--- src/rtl/regfile_sweep_pkg.sv ---
// regfile_sweep_pkg: shared register-file constants and sweep FSM encoding
package regfile_sweep_pkg;
  localparam int REG_LENGTH = 32;
  localparam int REG_ADDR_LEN = 5;
  localparam int REG_NUM = 32;
  localparam logic ENABLE = 1'b1;
  localparam logic DISABLE = 1'b0;
  typedef enum logic {RF_CLEAR = 1'b0, RF_RUN = 1'b1} rf_state_e;
endpackage

--- src/rtl/regfile_sweep_rf_read_port.sv ---
// rf_read_port: combinational read mux with enable/$0/ready gating and write bypass
module rf_read_port #(
  parameter int DATA_W = 32,
  parameter int ADDR_W = 5,
  parameter int NUM_REGS = 32
) (
  input  logic              rd_i,
  input  logic [ADDR_W-1:0] addr_i,
  input  logic              ready_i,
  input  logic              wr_i,
  input  logic [ADDR_W-1:0] wr_addr_i,
  input  logic [DATA_W-1:0] wr_data_i,
  input  logic [DATA_W-1:0] mem_i [NUM_REGS],
  output logic [DATA_W-1:0] data_o
);
  assign data_o = (!rd_i || addr_i == '0 || !ready_i) ? '0 :
                  (wr_i && wr_addr_i == addr_i) ? wr_data_i : mem_i[addr_i];
endmodule

--- src/rtl/regfile_sweep.sv ---
// regfile_sweep: 32x32 register file, cleared by a one-register-per-cycle sweep after reset
module regfile_sweep
  import regfile_sweep_pkg::*;
#(
  parameter int DATA_W = REG_LENGTH,
  parameter int ADDR_W = REG_ADDR_LEN,
  parameter int NUM_REGS = REG_NUM
) (
  input  logic              clk,
  input  logic              rst,
  input  logic              regaRd,
  input  logic [ADDR_W-1:0] regaAddr,
  output logic [DATA_W-1:0] regaData,
  input  logic              regbRd,
  input  logic [ADDR_W-1:0] regbAddr,
  output logic [DATA_W-1:0] regbData,
  input  logic              regcWr,
  input  logic [ADDR_W-1:0] regcAddr,
  input  logic [DATA_W-1:0] regcData,
  output logic              ready,
  output logic              wr_err
);
  rf_state_e         state_q, state_d;
  logic [ADDR_W-1:0] clr_cnt_q, clr_cnt_d;
  logic              wr_err_q, wr_err_d;
  logic [DATA_W-1:0] mem_q [NUM_REGS];
  assign ready = state_q == RF_RUN;
  assign wr_err = wr_err_q;
  always_comb begin
    state_d = state_q;
    clr_cnt_d = clr_cnt_q;
    wr_err_d = wr_err_q;
    if (state_q == RF_CLEAR) begin
      clr_cnt_d = clr_cnt_q + 1'b1;
      state_d = (clr_cnt_q == ADDR_W'(NUM_REGS - 1)) ? RF_RUN : RF_CLEAR;
    end
    if (regcWr == ENABLE && !ready) wr_err_d = 1'b1;
  end
  always_ff @(posedge clk) begin
    if (!rst) begin
      state_q <= RF_CLEAR;
      clr_cnt_q <= '0;
      wr_err_q <= 1'b0;
    end else begin
      state_q <= state_d;
      clr_cnt_q <= clr_cnt_d;
      wr_err_q <= wr_err_d;
    end
  end
  // No reset on the array: contents are defined solely by the sweep.
  always_ff @(posedge clk) begin
    if (rst && state_q == RF_CLEAR) mem_q[clr_cnt_q] <= '0;
    else if (rst && ready && regcWr && regcAddr != '0) mem_q[regcAddr] <= regcData;
  end
  rf_read_port #(.DATA_W(DATA_W), .ADDR_W(ADDR_W), .NUM_REGS(NUM_REGS)) u_rd_a (
    .rd_i(regaRd), .addr_i(regaAddr), .ready_i(ready), .wr_i(regcWr),
    .wr_addr_i(regcAddr), .wr_data_i(regcData), .mem_i(mem_q), .data_o(regaData)
  );
  rf_read_port #(.DATA_W(DATA_W), .ADDR_W(ADDR_W), .NUM_REGS(NUM_REGS)) u_rd_b (
    .rd_i(regbRd), .addr_i(regbAddr), .ready_i(ready), .wr_i(regcWr),
    .wr_addr_i(regcAddr), .wr_data_i(regcData), .mem_i(mem_q), .data_o(regbData)
  );
endmodule

--- config.mk ---
export PLATFORM = sky130hd
export DESIGN_NAME = regfile_sweep
export DESIGN_NICKNAME = d
export VERILOG_FILES = /design/src/rtl/regfile_sweep_pkg.sv /design/src/rtl/regfile_sweep_rf_read_port.sv /design/src/rtl/regfile_sweep.sv
export SDC_FILE = /design/constraint.sdc
export NUM_CORES = 2
export LEC_CHECK = 0
export CORE_UTILIZATION = 26
export DETAILED_ROUTE_END_ITERATION = 7
export PLACE_DENSITY = 0.36
export SLEW_MARGIN = 5
export SYNTH_ARGS = -nofsm -noshare
export SYNTH_HDL_FRONTEND = slang
export SYNTH_SLANG_ARGS = --single-unit
export TNS_END_PERCENT = 10
--- constraint.sdc ---
create_clock -name clk -period 7.4 [get_ports clk]
set_clock_uncertainty 0.05 [all_clocks]
set_input_delay 1.85 -clock clk [delete_from_list [all_inputs] [get_ports clk]]
set_output_delay 1.85 -clock clk [all_outputs]
set_load 0.005 [all_outputs]
==> results.json <==
{
  "clk_pin_slew_worst_paths_ns": 0.07,
  "power_density_mw_per_mm2": 233,
  "clock.fmax_mhz": 139,
  "die_area_mm2": 0.231,
  "die_x_um": 480,
  "finalCriticalPeriod_ns": 7.21,
  "grt_util_all_layers_pct": 25.8,
  "rr_worst_depth": 6,
  "status": "finished, final reports clean",
  "finalHoldViolCount": 0,
  "rows": 175,
  "synth.area.top_cells": "edfxtp_1, a22o_1, mux4_2",
  "ant_nets": 0,
  "vias": 45547,
  "crit_chain": "buf_8, buf_12, mux4_2, nor2b_1, a211oi_1, a2111oi_1, buf_2, buf_4, a21o_1, clkdlybuf4s50_1",
  "ys_warn_count": 0,
  "critPathKind": "primary input to output pin",
  "initial_core_util_pct": 26.2,
  "endpoint_kind": "output pin",
  "yosysSeqAreaShare_pct": 51.9,
  "routed_wl_mm": 304,
  "slew_headroom_pct": 15.7,
  "cts_root_buf": "clkbuf_16",
  "rsz0062_at_grt": "false",
  "reg2reg_to": "mem_q[1011]",
  "path_delay_family": "buffers and inverters",
  "drt_iter0_markers": 5498,
  "avgRoutedWirePerCell_um": 41.6,
  "cts.sinks": 1031,
  "synth_top_area_cell": "edfxtp_1",
  "synth_top_cell_area_share_pct": 51.7,
  "vias_per_cell": 6.23,
  "pre_cts_slack_ns": 0.0673,
  "syn_avg_cell_area_um2": 14.3,
  "post-route-period-util_pct": 97.5,
  "regArea_mm2": 0.0309,
  "antenna_found_initial": 13,
  "leakagePower_nw": 25.5,
  "clock_path_buffers": 3,
  "grt_max_degree": 50,
  "worstPathArrival_ns": 5.31,
  "finalNetCount": 4255,
  "maxCapViolations": 0,
  "synthCells": 4159,
  "maxSlewViolCount": 0,
  "overflow": 0,
  "yosysUniqueCellTypes": 52,
  "required_ns": 5.50,
  "crit_fanout": 25,
  "finalSetupViolations": 0,
  "timing.reg2reg.setup_slack_ns": 3.86,
  "worst_pin_slew_ns": 1.26,
  "num_io_pins": 118,
  "synth-edff-count": 1024,
  "htreeDepth": 4,
  "dieHeight_um": 480,
  "n_fill_cell": 22180,
  "hold_path_depth": 1,
  "tritoncts": "done",
  "place.gp.congestion": 0.852,
  "slowest_delay_ns": 1.01,
  "ir_worst_vdd_mv": 0.213,
  "drive_above_1_share_pct": 25.2,
  "slowest_stage": "a211oi_1",
  "grt_pass1_vias": 43942,
  "syn_nets": 4216,
  "io_buffers": 117,
  "synth_ff_type": "edfxtp_1",
  "holdBufCountCts": 0,
  "synthArstFlopShare_pct": 0,
  "ys_ff_latch": 1031,
  "synth_area_mm2": 0.0595,
  "multi_input_area_mm2": 0.0272,
  "drt_pass1_iterations": 5,
  "critPathLaunchType": "primary input",
  "whs_ns": 0.420,
  "min_delay_worst_endpoint": "wr_err",
  "hp-class": "register to register",
  "core-area_mm2": 0.227,
  "clk_latency_ns": 0.80,
  "min_from": "wr_err",
  "path_buf_inv": 5,
  "dpl.hpwl_mm": 195,
  "setup_ws_ns": 0.187,
  "grt_pass1_wl_mm": 411,
  "cts_buffers": 134,
  "drc": 0,
  "syn2layout_area_growth_pct": 18.4,
  "r2r_start": "ready"
}
[cell type report]
cell class | instances | share of cell area [%]
tap | 3009 | 5.34
clock inverter | 65 | 0.902
clock buffer | 172 | 5.17
timing repair buffer | 478 | 6.03
sequential | 1031 | 43.8
inverter | 4 | 0.0213
antenna | 5 | 0.0178
multi-input combinational | 2549 | 38.7
[kinds of logic (layout without fill, tap and decap cells)]
kind of cell	after synthesis	in the layout	share of synthesized area, %
other	0	5	0
buffers and inverters	579	719	4.19
adder cells (fa/ha/maj)	5	5	0.105
multiplexers	743	743	20.0
XOR/XNOR	13	13	0.191
AND/OR/NAND/NOR	233	233	2.03
flip-flops	1031	1031	51.9
AO/OA/AOI/OAI	1555	1555	21.6
[stage by stage]
step | instances | setup TNS [ns] | instance area, µm² | power (mW) | utilization (%)
CTS | 7308 | 0 | 70400 | 16.5 | 31.0
global route | 7310 | 0 | 70400 | 16.8 | 31.0
global placement | 7068 | -1.25 | 66100 | 9.81 | 29.1
floorplan | 4159 | 0 | 59500 | 8.57 | -
finish | 7313 | 0 | 70500 | 16.4 | 31.0
detailed placement | 7071 | 0 | 66200 | 9.79 | 29.1
[cell usage in the layout, fill, tap and decap left out, types with 29 or more instances in the layout]
cell / n
a22o_1: 1027
edfxtp_1: 1024
mux4_2: 351
mux2i_1: 347
buf_4: 334
clkbuf_16: 139
clkdlybuf4s50_1: 107
a21oi_1: 79
a22oi_1: 74
nand2_1: 66
a32o_1: 52
a211oi_1: 51
o22ai_1: 48
o221ai_1: 46
mux2_2: 45
and2_1: 38
nor2_4: 34
a21oi_4: 32
clkbuf_1: 29
buf_12: 29
[worst max path at each step]
stage | depth (start not counted) | from | endpoint
2_1_floorplan | 5 | regcAddr[4] | mem_q[608]
3_3_place_gp | 10 | regaAddr[2] | regaData[7]
3_5_place_dp | 10 | regaAddr[0] | regaData[18]
4_1_cts | 10 | regaAddr[0] | regaData[18]
5_1_grt | 11 | regaAddr[1] | regaData[7]
6_report | 10 | regaAddr[1] | regaData[22]
[metal layers]
layer  part of all wire (%)  vias up  track usage (%)
met4                    3.6        6             8.91
met2                     45     2356             40.0
met1                     44    24855             36.1
met3                    7.1      473             4.60
met5                  0.012        -           0.0414
li1                       -    17857                -
[power by group]
| group | switching (mW) | leakage, nW | internal [mW] |
|---|---|---|---|
| clock | 2.84 | 2.09 | 3.86 |
| combinational | 1.61 | 12.9 | 0.935 |
| sequential | 0.305 | 10.5 | 6.88 |
| total | 4.76 | 25.5 | 11.7 |
[Yosys cell counts, drive strengths merged (39+ instances only)]
cell type	n
a22o	1027
edfxtp	1024
clkbuf	435
mux4	351
mux2i	347
buf	140
a21oi	111
a22oi	74
nand2	70
a32o	52
a211oi	51
o22ai	48
o221ai	46
mux2	45
and2	40
nor2	39
[flip-flops by register name, summed over array words and instances, names as in the netlist]
signal,count
mem_q,1024
clr_cnt_q,5
ready,1
wr_err,1
[timing repair]
| action | 4_1_cts | 5_1_grt |
|---|---|---|
| setup endpoints to repair | 0 | 1 |
| setup buffers | 0 | 0 |
| gates resized for setup | 0 | 1 |
Power figures use the tool's default switching activity.
